--- config.mk ---
export PLATFORM = sky130hd
export DESIGN_NAME = cdb_arbiter
export DESIGN_NICKNAME = d
export VERILOG_FILES = /design/src/rtl/cdb_arbiter.sv
export SDC_FILE = /design/constraint.sdc
export NUM_CORES = 1
export LEC_CHECK = 0
export CAP_MARGIN = 20
export CORE_ASPECT_RATIO = 0.9
export CORE_MARGIN = 1.5
export CORE_UTILIZATION = 32
export DETAILED_ROUTE_END_ITERATION = 12
export GPL_ROUTABILITY_DRIVEN = 0
export PLACE_DENSITY = 0.77
export SLEW_MARGIN = 30
export SYNTH_ARGS = -nofsm -noshare
export SYNTH_HDL_FRONTEND = slang
export SYNTH_SLANG_ARGS = --single-unit
--- constraint.sdc ---
create_clock -name clk -period 3.56 [get_ports clk]
set_input_delay 0.89 -clock clk [delete_from_list [all_inputs] [get_ports clk]]
set_output_delay 0.89 -clock clk [all_outputs]
set_load 0.02 [all_outputs]
--- src/rtl/cdb_arbiter.sv ---
// cdb_arbiter: round-robin arbiter for the common data bus (CDB).
// Picks at most one eligible result producer per cycle, returns a one-hot
// accept in the same cycle, and drives the registered broadcast one cycle later.
//
// Ports:
//   clk        system clock, rising edge
//   nRST       asynchronous active-low reset
//   require    per-unit result-pending request (0=alu, 1=mul, 2=div, 3=ls)
//   dataIn     per-unit result, unit i at [i*DATA_W +: DATA_W]
//   labelIn    per-unit tag, unit i at [i*LABEL_W +: LABEL_W]; tag 0 is illegal
//   requireAC  one-hot accept, combinational
//   BCEN       registered broadcast valid
//   BCdata     registered broadcast data
//   BClabel    registered broadcast tag
//   grantId    registered index of the unit that was broadcast
//   badLabel   sticky flag: a request carried tag 0
module cdb_arbiter #(
  parameter int unsigned N       = 4,
  parameter int unsigned DATA_W  = 32,
  parameter int unsigned LABEL_W = 4
) (
  input  logic                   clk,
  input  logic                   nRST,
  input  logic [N-1:0]           require,
  input  logic [N*DATA_W-1:0]    dataIn,
  input  logic [N*LABEL_W-1:0]   labelIn,
  output logic [N-1:0]           requireAC,
  output logic                   BCEN,
  output logic [DATA_W-1:0]      BCdata,
  output logic [LABEL_W-1:0]     BClabel,
  output logic [1:0]             grantId,
  output logic                   badLabel
);

  localparam int unsigned PTR_W = (N > 1) ? $clog2(N) : 1;
  localparam int unsigned GID_W = 2;

  logic [PTR_W-1:0]   ptr;
  logic [N-1:0]       eligible_c;
  logic [N-1:0]       bad_req_c;
  logic               win_vld_c;
  logic [PTR_W-1:0]   win_idx_c;
  logic [DATA_W-1:0]  win_data_c;
  logic [LABEL_W-1:0] win_label_c;
  int unsigned        scan;

  // A request is eligible only with a non-zero tag; tag-0 requests are flagged.
  always_comb begin
    eligible_c = '0;
    bad_req_c  = '0;
    for (int unsigned i = 0; i < N; i++) begin
      eligible_c[i] = require[i] & (|labelIn[i*LABEL_W +: LABEL_W]);
      bad_req_c[i]  = require[i] & ~(|labelIn[i*LABEL_W +: LABEL_W]);
    end
  end

  // Rotating-priority scan starting at ptr; first eligible index wins.
  always_comb begin
    win_vld_c = 1'b0;
    win_idx_c = '0;
    scan      = 0;
    for (int unsigned k = 0; k < N; k++) begin
      scan = 32'(ptr) + k;
      if (scan >= N) begin
        scan = scan - N;
      end
      if (!win_vld_c && eligible_c[PTR_W'(scan)]) begin
        win_vld_c = 1'b1;
        win_idx_c = PTR_W'(scan);
      end
    end
  end

  // Winner payload mux.
  always_comb begin
    win_data_c  = '0;
    win_label_c = '0;
    for (int unsigned i = 0; i < N; i++) begin
      if (win_idx_c == PTR_W'(i)) begin
        win_data_c  = dataIn[i*DATA_W +: DATA_W];
        win_label_c = labelIn[i*LABEL_W +: LABEL_W];
      end
    end
  end

  // Accept is forced low while reset is asserted so pending requests are discarded.
  always_comb begin
    requireAC = '0;
    if (nRST && win_vld_c) begin
      requireAC[win_idx_c] = 1'b1;
    end
  end

  // Broadcast register, round-robin pointer and sticky error flag.
  always_ff @(posedge clk or negedge nRST) begin
    if (!nRST) begin
      BCEN     <= 1'b0;
      BCdata   <= '0;
      BClabel  <= '0;
      grantId  <= '0;
      badLabel <= 1'b0;
      ptr      <= '0;
    end else begin
      if (win_vld_c) begin
        BCEN    <= 1'b1;
        BCdata  <= win_data_c;
        BClabel <= win_label_c;
        grantId <= GID_W'(win_idx_c);
        if (win_idx_c == PTR_W'(N - 1)) begin
          ptr <= '0;
        end else begin
          ptr <= win_idx_c + PTR_W'(1);
        end
      end else begin
        BCEN <= 1'b0;
      end
      if (|bad_req_c) begin
        badLabel <= 1'b1;
      end
    end
  end

endmodule
# Yosys cells after proc, flatten, opt, wreduce, memory -nomap -nowiden
# Index checks and enable logic that the tools add are counted.
[op_classes]
addsub = 8
magnitude_cmp = 10
eq_ne = 3
muxes = 33
n_bitwise = 12
n_reduce_logical = 14
[ops]
columns = ["cell", "count"]
rows = [
  ["$mux W32", 4],
  ["$mux W4", 5],
  ["$reduce_or A4 Y1", 5],
  ["$mux W2", 9],
  ["$lt A2 B3 Y1 const B", 5],
  ["$mux W1", 10],
  ["$ge A3 B3 Y1 const B", 3],
  ["$and A1 B1 Y1", 8],
  ["$bmux W1 S2", 4],
  ["$sub A2 B1 Y2 const B", 4],
  ["$add A2 B2 Y3 const B", 2],
  ["$logic_and A1 B1 Y1", 5],
  ["$eq A2 B2 Y1 const B", 2],
  ["$not A1 Y1", 4],
  ["$add A2 B1 Y3 const B", 1],
  ["$ge A2 B3 Y1 const B", 1],
  ["$logic_not A1 Y1", 3],
  ["$add A2 B1 Y2 const B", 1],
  ["$demux W1 S2", 1],
  ["$eq A2 B1 Y1 const B", 1],
  ["$ge A2 B1 Y1 const B", 1],
  ["$logic_not A2 Y1", 1],
]
[totals]
ff_bits = 42
in_bits = 150
output_inout_bits = 44
word_cells = 86

# Logic depth before layout (Yosys ltp)
# Gate-level depths: netlist of the first run.
[logic_depth]
ltp_word = 19
ltp_mapped = 11
ltp_nobuf = 9

# Least setup slack after synthesis of the first run
# No wires, ideal clock.
[synth_path]
kind = "input to output"
start = "input port labelIn[1]"
end = "output port requireAC[3]"
arrival_ns = 2.874
required_ns = 2.670
path_slack_ns = -0.204
cell_stages = 8
n_path_buf = 2
cell_sequence = "or4_1 > a221oi_1 > o2bb2ai_1 > inv_1 > ha_1 > clkbuf_1 > clkbuf_1 > and3_1"
[synth_via]
elab_chain_cells = 19
elab_cells_between_ends = 31
[synth_lines]
columns = ["item", "line", "text"]
rows = [
  ["start, declared", "26", "input logic [N*LABEL_W-1:0] labelIn,"],
  ["$reduce_or A4 Y1 *", "52", "eligible_c[i] = require[i] & (|labelIn[i*LABEL_W +: LABEL_W]);"],
  ["$and A1 B1 Y1 *", "52", ""],
  ["$bmux W1 S2", "67", "if (!win_vld_c && eligible_c[PTR_W'(scan)]) begin"],
  ["$mux W1 (not written as such)", "67", ""],
  ["$mux W1", "67", ""],
  ["$logic_not A1 Y1", "67", ""],
  ["$logic_and A1 B1 Y1", "67", ""],
  ["$mux W1", "67", ""],
  ["[4 not listed]", "n/a", ""],
  ["$logic_and A1 B1 Y1", "67", ""],
  ["$mux W2 *", "67", ""],
  ["named net win_idx_c[1]", "42", "logic [PTR_W-1:0] win_idx_c;"],
  ["$lt A2 B3 Y1 (not written as such) / $ge A2 B1 Y1 (equally long branches)", "90", "requireAC[win_idx_c] = 1'b1;"],
  ["$logic_and A1 B1 Y1 (not written as such)", "90", ""],
  ["$mux W1 (not written as such)", "90", ""],
  ["$demux W1 S2 *", "90", ""],
  ["$mux W4 *", "89", "if (nRST && win_vld_c) begin"],
  ["end, declared", "27", "output logic [N-1:0] requireAC,"],
]
# The timed path passes the listed nets; every way through them passes the cells marked *. The select of a mux whose other input is x is not followed.

# Worst setup path in the final report of the first run
[layout_path]
start = "input port labelIn[5]"
end = "output port requireAC[2]"
# Same word-level chain as after synthesis.

==> results of run 1 <==
placed cells by master (no fill, tap or decap), types with 5 or more instances in the layout:
master	Yosys	final
a221o_1	31	31
clkdlybuf4s50_1	0	168
inv_1	41	40
clkbuf_8	0	5
a22oi_1	36	36
dfrtp_1	42	42
buf_2	8	5
o21ai_0	6	5
a21oi_1	79	79
nor2_1	38	38
nand2_1	7	7
buf_4	0	33
clkbuf_2	0	9
metal layers:
metal | up-vias | wire [um]
met2 | 149 | 5360
met5 | - | 0
met4 | 0 | 144
met3 | 14 | 923
li1 | 1682 | -
met1 | 1623 | 4220
worst max path at each step:
stage,endpoint,slack (ns),depth (start not counted)
6_report,requireAC[2],0.07,9
2_1_floorplan,requireAC[3],-0.005,8
3_5_place_dp,requireAC[1],-0.69,7
4_1_cts,requireAC[3],0.003,10
3_3_place_gp,requireAC[1],-0.60,7
5_1_grt,requireAC[3],-0.007,9
power breakdown:
group	switching, mW	total (mW)	internal, mW
Clock	0.168	0.378	0.210
Combinational	1.20	2.38	1.18
Sequential	0.141	0.851	0.710
Total	1.51	3.61	2.10
sequential cells by signal (all words and copies together), names as in the netlist:
register  count
BCEN          1
BCdata       32
BClabel       4
badLabel      1
grantId       2
ptr           2
timing repair:
action / in CTS / in global routing
setup endpoints to repair: 40 / 7
hold buffers: 0 / 0
gates cloned: 0 / 0
pin swaps: 10 / 11
buffers inserted: 5 / 2
resized for setup: 52 / 28
stage by stage:
step | TNS (ns) | area, um^2
final | 0 | 5270
after global routing | -0.0138 | 5270
after CTS | 0 | 5260
after detailed placement | -17.87 | 5030
after global placement | -14.01 | 5030
after floorplan | -0.00518 | 2830
logic make-up (layout without fill, tap and decap cells):
kind of cell             Yosys count  after routing  synth area share
AO/OA/AOI/OAI                    166            166             0.416
buffers and inverters             73            280             0.101
AND/OR/NAND/NOR                   57             57            0.0928
flip-flops                        42             42             0.373
adder cells (fa/ha/maj)            4              4            0.0178
cell type report:
type	instances	area share
inverter	41	0.0302
timing repair buffer	231	0.416
clock inverter	1	0.00570
multi-input combinational	227	0.306
tap	119	0.0283
clock buffer	7	0.0145
sequential	42	0.199
==> results.md, run 1 <==
* Top_reg_cell synth: dfrtp_1
* Post-Syn Nets at 496
* Avg Cell Area, Syn at 8.24 um^2
* Status: completed
* Crit path from: labelIn[5]
* Total Power at 3.61 mW
* I/O pin count at 194
* Drt pass-1 iters at 4
* Largest area contributor in the netlist: dfrtp_1
* # fillers at 761
* Met3 GRT Util at 0.0541
* Worst-Margin Slew at 0.700 ns
* Slew Limit Fails at 0
* Final hold vios at 0
* CP required at 2.67 ns
* Yosys cell types at 27
* Met2 usage at 0.386
* Peak VDD IR at 0.394 mV
* WHS at 0.408 ns
* Pre-CTS WS at -0.694 ns
* Relative slew slack at 0.533
* Hold crit path type: in2async
* Sequential share of the synthesized area at 0.373
* Detailed-route wire length at 10.7 mm
* Die area at 9380 um^2
* Clk sink count at 42
* Crit-path max cell delay at 0.43 ns
* Synth Instances at 342
* CTS tree: done
* Vias/cell at 5.19
* Maxcap violations at 0
* Die Wd at 102 um
* EDFF count, synth at 0
* Die Span Y at 92.0 um
* Residual DRC count at 0
* Grt total ovfl at 0
* Share of cells above drive strength 1 at 0.142
* WP buf/inv at 4
* Port Buf Inserts at 193
* Pleak at 2.34 nW
* Worst setup margin at 0.0748 ns
* Worst-path cell chain: clkdlybuf4s15_1, o41a_1, a221oi_4, o2bb2ai_4, buf_6, inv_6, ha_4, and3_4, buf_6
* Endpoints failing setup at 0
* CTS buffer count at 5
* Largest cells by area after synthesis: dfrtp_1 (37%), a21oi_1 (14%), a221o_1 (11%)
* Seq cells post-synth at 42
* Synthesized area at 2820 um^2
* Worst EP arrival at 2.60 ns
* Clk Tree Root Cell: clkbuf_8
* First-pass GRT wire length at 16.3 mm
* Routed Antenna Nets at 0
* Cell with the most instances after synthesis: a21oi_1
* Final nets at 702
* Clock skew at 0.00837 ns
* Starting DRT DRC Count at 178
* Most frequent cells after synthesis: a21oi_1 (79), dfrtp_1 (42), inv_1 (41), nor2_1 (38), a22oi_1 (36)
* CP max-delay cell: o41a_1
* Achievable Freq at 0.287 GHz
* Power Density at 685 nW/um^2
* Length in cells of the worst reg-to-reg path at 10
* Maximum root-to-sink buffer count at 2
* Multi-input logic area at 1610 um^2
* Depth of the CTS H-tree at 2
* Pin count of the biggest net entering global routing at 73
* Period utilization at 0.979
* Number of placed instances, taps included at 654
* GRT Total Usage at 0.219
* CP startpoint kind: input pin
* Critical path's top delay family: compound AO/OA/AOI/OAI gates
* CP Class: in2out
* Via Count at 3468
* Core Area at 8570 um^2
* Start of the worst register-to-register path: ptr[0]
* Layout Cells excl Fill at 668
* Synth warn at 0
* HPWL after detailed placement at 7.89 mm
* Clk slew on worst S/H paths at 0.09 ns
* Initial Utilization at 0.329
* Mean routed wirelength per cell at 15.9 um
* Worst-Skew Late Latency at 0.29 ns
* Placement Rows at 32
* Fin crit period at 3.49 ns
* Area growth syn-to-layout at 87.0%
* Gr busiest metal: met2
* Final core occ at 0.615
* Top-area cell type share of the netlist area at 0.373
* Grt met1 use at 0.268
* Crit Path Max Fanout at 3
* Register area at 1050 um^2
* Worst setup EP type: output pin
* Post-synth ARST share at 1.00
* Vias in the first global route at 3324
* Initial antenna violation count at 0
* FF-to-FF End: BCdata[28]
* Diode count at 0
* Flop-to-flop setup slack at 0.72 ns
* CP dominant cell by count: buf_6
Power figures use the tool's default switching activity.
==> run 2, diff against run 1 <==
- CTS_CLUSTER_DIAMETER: default -> 200
- SETUP_SLACK_MARGIN: default -> 0.1
==> run 2 against run 1 <==
Compared with the run above:
- utilization increased by 0.50 points
- clock skew decreased by 0.0021 ns
- die area unchanged
- sequential cell count unchanged
- non-clock buffer count increased by 5
- cell count increased by 0.75%
- combinational power about the same
- critical endpoint is now requireAC[3]
- register-to-register slack improved by 0.15 ns
- sequential power decreased by 0.7%
- worst setup slack improved by 0.037 ns
- design area increased by 0.81%
- via count increased by 0.40%
==> results.md, run 2 (same netlist as run 1, synthesis figures left out) <==
* Worst-Skew Late Latency at 0.29 ns (about the same)
* CP startpoint kind: input pin
* GRT Total Usage at 0.221 (+0.00264)
* Status: completed
* Die Wd at 102 um (unchanged)
* I/O pin count at 194 (unchanged)
* Starting DRT DRC Count at 166 (-6.7%)
* Final nets at 707 (+0.71%)
* Achievable Freq at 0.290 GHz (+1.1%)
* Residual DRC count at 0 (unchanged)
* Routed length on met2 at 5.28 mm (-1.6%)
* WHS at 0.460 ns (+0.0521 ns)
* Fin crit period at 3.45 ns (-0.0375 ns)
* Core Area at 8570 um^2 (unchanged)
* Detailed-route wire length at 10.6 mm (-0.21%)
* Top layer in use: met4
* Die area at 9380 um^2 (unchanged)
* TNS Setup at 0 ns (unchanged)
* HPWL after detailed placement at 7.89 mm (-0.10%)
* CP Class: in2out
* Hold crit path type: in2async
* Vias in the first global route at 3524 (+6.0%)
* Biggest regs: BCdata (32), BClabel (4)
* Share of cells above drive strength 1 at 0.159 (+0.0168)
* Placement Rows at 32 (unchanged)
* Clk Tree Root Cell: clkbuf_8
* Area growth syn-to-layout at 88.5%
* Mean routed wirelength per cell at 15.8 um (-0.95%)
* Crit Path Max Fanout at 4 (+1)
* Die Span Y at 92.0 um (unchanged)
* Grt total ovfl at 0 (unchanged)
* Endpoints failing setup at 0 (unchanged)
* RSZ-0062 raised after global routing: yes
* Worst EP arrival at 2.56 ns (-0.04 ns)
* Power Density at 673 nW/um^2 (-1.9%)
* CTS Hold Bufs at 0 (unchanged)
* Pin count of the biggest net entering global routing at 73 (unchanged)
* CP required at 2.67 ns (about the same)
* Final core occ at 0.620 (+0.00496)
* Leading cell type in the layout, fill and taps excluded: clkdlybuf4s50_1
* Routed Antenna Nets at 0 (unchanged)
* Peak VDD IR at 0.373 mV (-5.3%)
* Pleak at 2.34 nW (about the same)
* Clk slew on worst S/H paths at 0.09 ns (about the same)
* First-pass GRT wire length at 16.5 mm (+1.3%)
* Relative slew slack at 0.511 (-0.0228)
* Met3 routed wirelength at 832 um (-9.9%)
* Maximum root-to-sink buffer count at 2 (unchanged)
* Slew Limit Fails at 0 (unchanged)
* Vias/cell at 5.17 (-0.34%)
* Port Buf Inserts at 193 (unchanged)
* Total Power at 3.57 mW (-1.1%)
* Period utilization at 0.968 (-0.0105)
* Wire length on met1 at 4.35 mm (+3.1%)
* Clk sink count at 42 (unchanged)
* Diode count at 0 (unchanged)
* Most frequent cells in the layout: clkdlybuf4s50_1 (168), a21oi_1 (79), dfrtp_1 (42), inv_1 (39), nor2_1 (37)
* Final hold vios at 0 (unchanged)
* CTS buffer count at 5 (unchanged)
* Clock skew at 0.00632 ns (-0.00205 ns)
* Drt pass-1 iters at 7 (+3)
* Worst setup EP type: output pin
* CTS tree: done
* Via Count at 3482 (+0.40%)
* Initial antenna violation count at 0 (unchanged)
* Initial Utilization at 0.329 (unchanged)
* Worst-Margin Slew at 0.734 ns (+0.0341 ns)
* Depth of the CTS H-tree at 2 (unchanged)
* # fillers at 768 (+0.92%)
* Reg with most FFs: BCdata
* Max reg flops at 32 (unchanged)
* Maxcap violations at 0 (unchanged)
==> run 2: cell types whose count changed in the layout (fill, tap and decap cells not counted), moves of 2 or more <==
cell | previous run | this run
clkbuf_2 | 9 | 4
buf_6 | 4 | 11
clkbuf_1 | 2 | 0
buf_4 | 33 | 35
inv_2 | 0 | 2
ha_1 | 2 | 0
ha_2 | 0 | 2
clkdlybuf4s15_1 | 2 | 4
==> run 2: per-layer routing <==
layer	vias up	global-route usage
met2	153	0.401
li1	1684	-
met1	1631	0.257
met5	-	0
met3	14	0.0549
met4	0	0.0594
==> run 2: metrics by stage <==
| stage | instance area, um^2 | setup slack, ns | std cells |
|---|---|---|---|
| final | 5310 | 0.112 | 673 |
| after global routing | 5310 | 0.0570 | 673 |
| after CTS | 5230 | 0.102 | 671 |
| after detailed placement | 5070 | -0.712 | 655 |
| after global placement | 5070 | -0.669 | 655 |
| after floorplan | 2860 | 0.0775 | 342 |
==> run 2: repair_timing <==
action                     in CTS  in global routing
gates resized for setup        71                 26
buffers inserted                8                  2
setup endpoints to repair      40                 35
pin swaps                      12                  9
==> run 2: power breakdown <==
group / internal, mW / total [mW] / switching, mW
sequential: 0.710 / 0.845 / 0.135
clock: 0.156 / 0.326 / 0.170
combinational: 1.19 / 2.40 / 1.21
==> run 2: cell type report <==
class,instances,area [um^2],area share
clock inverter,2,12.5,0.00236
multi-input combinational,227,1610,0.302
timing repair buffer,236,2260,0.425
inverter,41,154,0.0290
clock buffer,6,82.6,0.0155
tap,119,149,0.0280
sequential,42,1050,0.198
==> run 2: critical path: stages <==
cell and delay [ns]:
buf_2 0.11, buf_6 0.11, o41ai_4 0.30, buf_4 0.20
o221ai_4 0.13, a21oi_4 0.23, buf_6 0.14, ha_4 0.14
and3_4 0.17, buf_6 0.11
==> run 2: final timing paths <==
path / from / to / slack [ns] / depth (start not counted)
worst min register to register: badLabel / badLabel / 0.51 / 2
worst max-delay path: labelIn[0] / requireAC[3] / 0.11 / 10
max in group asynchronous: nRST / BCdata[7] / 2.52 / 2
worst max register to register: ptr[0] / BCdata[16] / 0.87 / 11
min in group clk: badLabel / badLabel / 0.51 / 2
worst min-delay path: nRST / ptr[0] / 0.46 / 1
==> edit (config.mk and constraints of run 2) <==
Change the parameter `N` from 4 to 8.
--- a/src/rtl/cdb_arbiter.sv
+++ b/src/rtl/cdb_arbiter.sv
@@ -17,3 +17,3 @@
 module cdb_arbiter #(
-  parameter int unsigned N       = 4,
+  parameter int unsigned N       = 8,
   parameter int unsigned DATA_W  = 32,
Interface: changed (resized dataIn, labelIn, require and requireAC); port bits go from 194 to 346. No check against the original RTL was run, so the function may have changed too.
==> edit against run 2 <==
- the run now ends with setup timing left
- setup slack got worse by 1.1 ns
- clock skew rose by 0.0024 ns
- design area rose by 130%
- sequential cell count rose by 1
- via count rose to 2.5 times the old value
- area after synthesis rose by 110%
- routed wire length rose to 3.1 times the old value
- cell count rose by 120%
- sequential share of layout area fell by 11 points
- count of clock-buffer cells in the layout rose by 1
- critical path type is now input pin to register
Power is left out: the tool's default activity adds up to more than one toggle a clock period on the data nets, which glitch-free logic cannot reach.
==> edit: results (changes against run 2) <==
outcome finished with violations (was finished clean); failing checks setup timing; Root Buffer clkbuf_16 (was clkbuf_8); port bufs 345 (was 193); Post-synth top cells 79 x a21oi_1, 56 x clkbuf_1, 55 x nor2_1, 43 x dfrtp_1, 42 x inv_1 (was 79 x a21oi_1, 42 x dfrtp_1, 41 x inv_1, 38 x nor2_1, 36 x a22oi_1); first-pass GRT wire length 49,260 um (was 16,510 um); drt pass-1 iters 5 (was 7); Avg WL per Cell 22.52 um (was 15.79 um); Worst path slowest cell mux4_2 (was o41ai_4); GR Layer Usage met1 41.71% (was 25.72%); WL met3 3121 um (was 832 um); Final HPWL DP 24,330 um (was 7887 um); Slew Limit Headroom 61.57% (was 51.06%); R2R Setup Slk -0.68 ns (was 0.87 ns); Iteration-0 DRC Markers 765 (was 166); Setup Viol. Count Final 46 (was 0); pin count of the biggest net entering global routing 43 (was 73); vias in the first global route 8,733 (was 3,524); top cells by area, synth dfrtp_1 18%, a211oi_2 6.8%, a21oi_1 6.7% (was dfrtp_1 37%, a21oi_1 14%, a221o_1 11%); Largest regs BCdata (32), BClabel (4), ptr (3) (was BCdata (32), BClabel (4)); Setup Skew 0.008677 ns (was 0.006323 ns); NumNets Final 1,536 (was 707); clock transition at the registers of the reported paths 0.07 ns (was 0.09 ns); via count 8,770 (was 3,482); smallest setup slack after layout -1.024 ns (was 0.1123 ns); Hold Crit Class register to register (was input pin to async pin); Cell variety after synth 67 (was 27); Layout fillers 1,453 (was 768); Synthesized Nets 1,077 (was 496); drt via density 5.926 (was 5.174); sequential area share after synthesis 18.15% (was 37.28%); CP peak stage delay 0.56 ns (was 0.30 ns)
-- edit: final timing paths --
kind / depth (start not counted) / to / startpoint
setup / recovery: 18 / BCdata[21]$_DFFE_PN0N_ / labelIn[25]
hold / removal: 2 / grantId[1]$_DFFE_PN0N_ / grantId[1]$_DFFE_PN0N_
setup reg to reg: 20 / BCdata[21]$_DFFE_PN0N_ / ptr[0]$_DFFE_PN0N_
hold reg to reg: 2 / grantId[1]$_DFFE_PN0N_ / grantId[1]$_DFFE_PN0N_
max in group asynchronous: 2 / badLabel$_DFFE_PN0P_ / nRST
min in group asynchronous: 2 / BCdata[11]$_DFFE_PN0N_ / nRST
-- edit: repair_timing --
action,4_1_cts,5_1_grt
gates resized for setup,251,49
setup endpoints to repair,50,47
gates cloned,1,0
pin swaps,29,9
buffers inserted,23,11
-- edit: through the flow --
step                      setup slack, ns  setup TNS (ns)  hold WS, ns  cell area [um^2]  utilization (%)
after floorplan                   -0.8012          -33.78       0.5743              6365                -
final                              -1.024          -42.90       0.4933             11990            65.58
after CTS                         -0.9347          -37.13       0.4919             11760            64.27
after detailed placement           -2.042          -84.84       0.4745             11130            60.86
after global routing               -1.107          -46.13       0.5287             11990            65.58
after global placement             -1.991          -81.05       0.4592             11130            60.86
-- edit: final cells by class --
cell class,instances,area (um^2),share of cell area [%]
Clock buffer,7,132.6,1.106
Sequential cell,43,1076,8.971
Clock inverter,1,5.005,0.04173
Tap cell,245,306.5,2.556
Inverter,47,190.2,1.586
Antenna cell,1,2.502,0.02086
Timing Repair Buffer,534,5187,43.25
Multi-Input combinational cell,602,5094,42.47
-- edit: cell families after synthesis --
logic type	count (synthesis)	synth area share (%)
xor+xnor	5	0.8653
flops	43	18.15
fa+ha+maj	5	1.055
buf+inv	129	8.820
simple gates	242	21.36
mux	25	5.972
compound gates	325	43.79
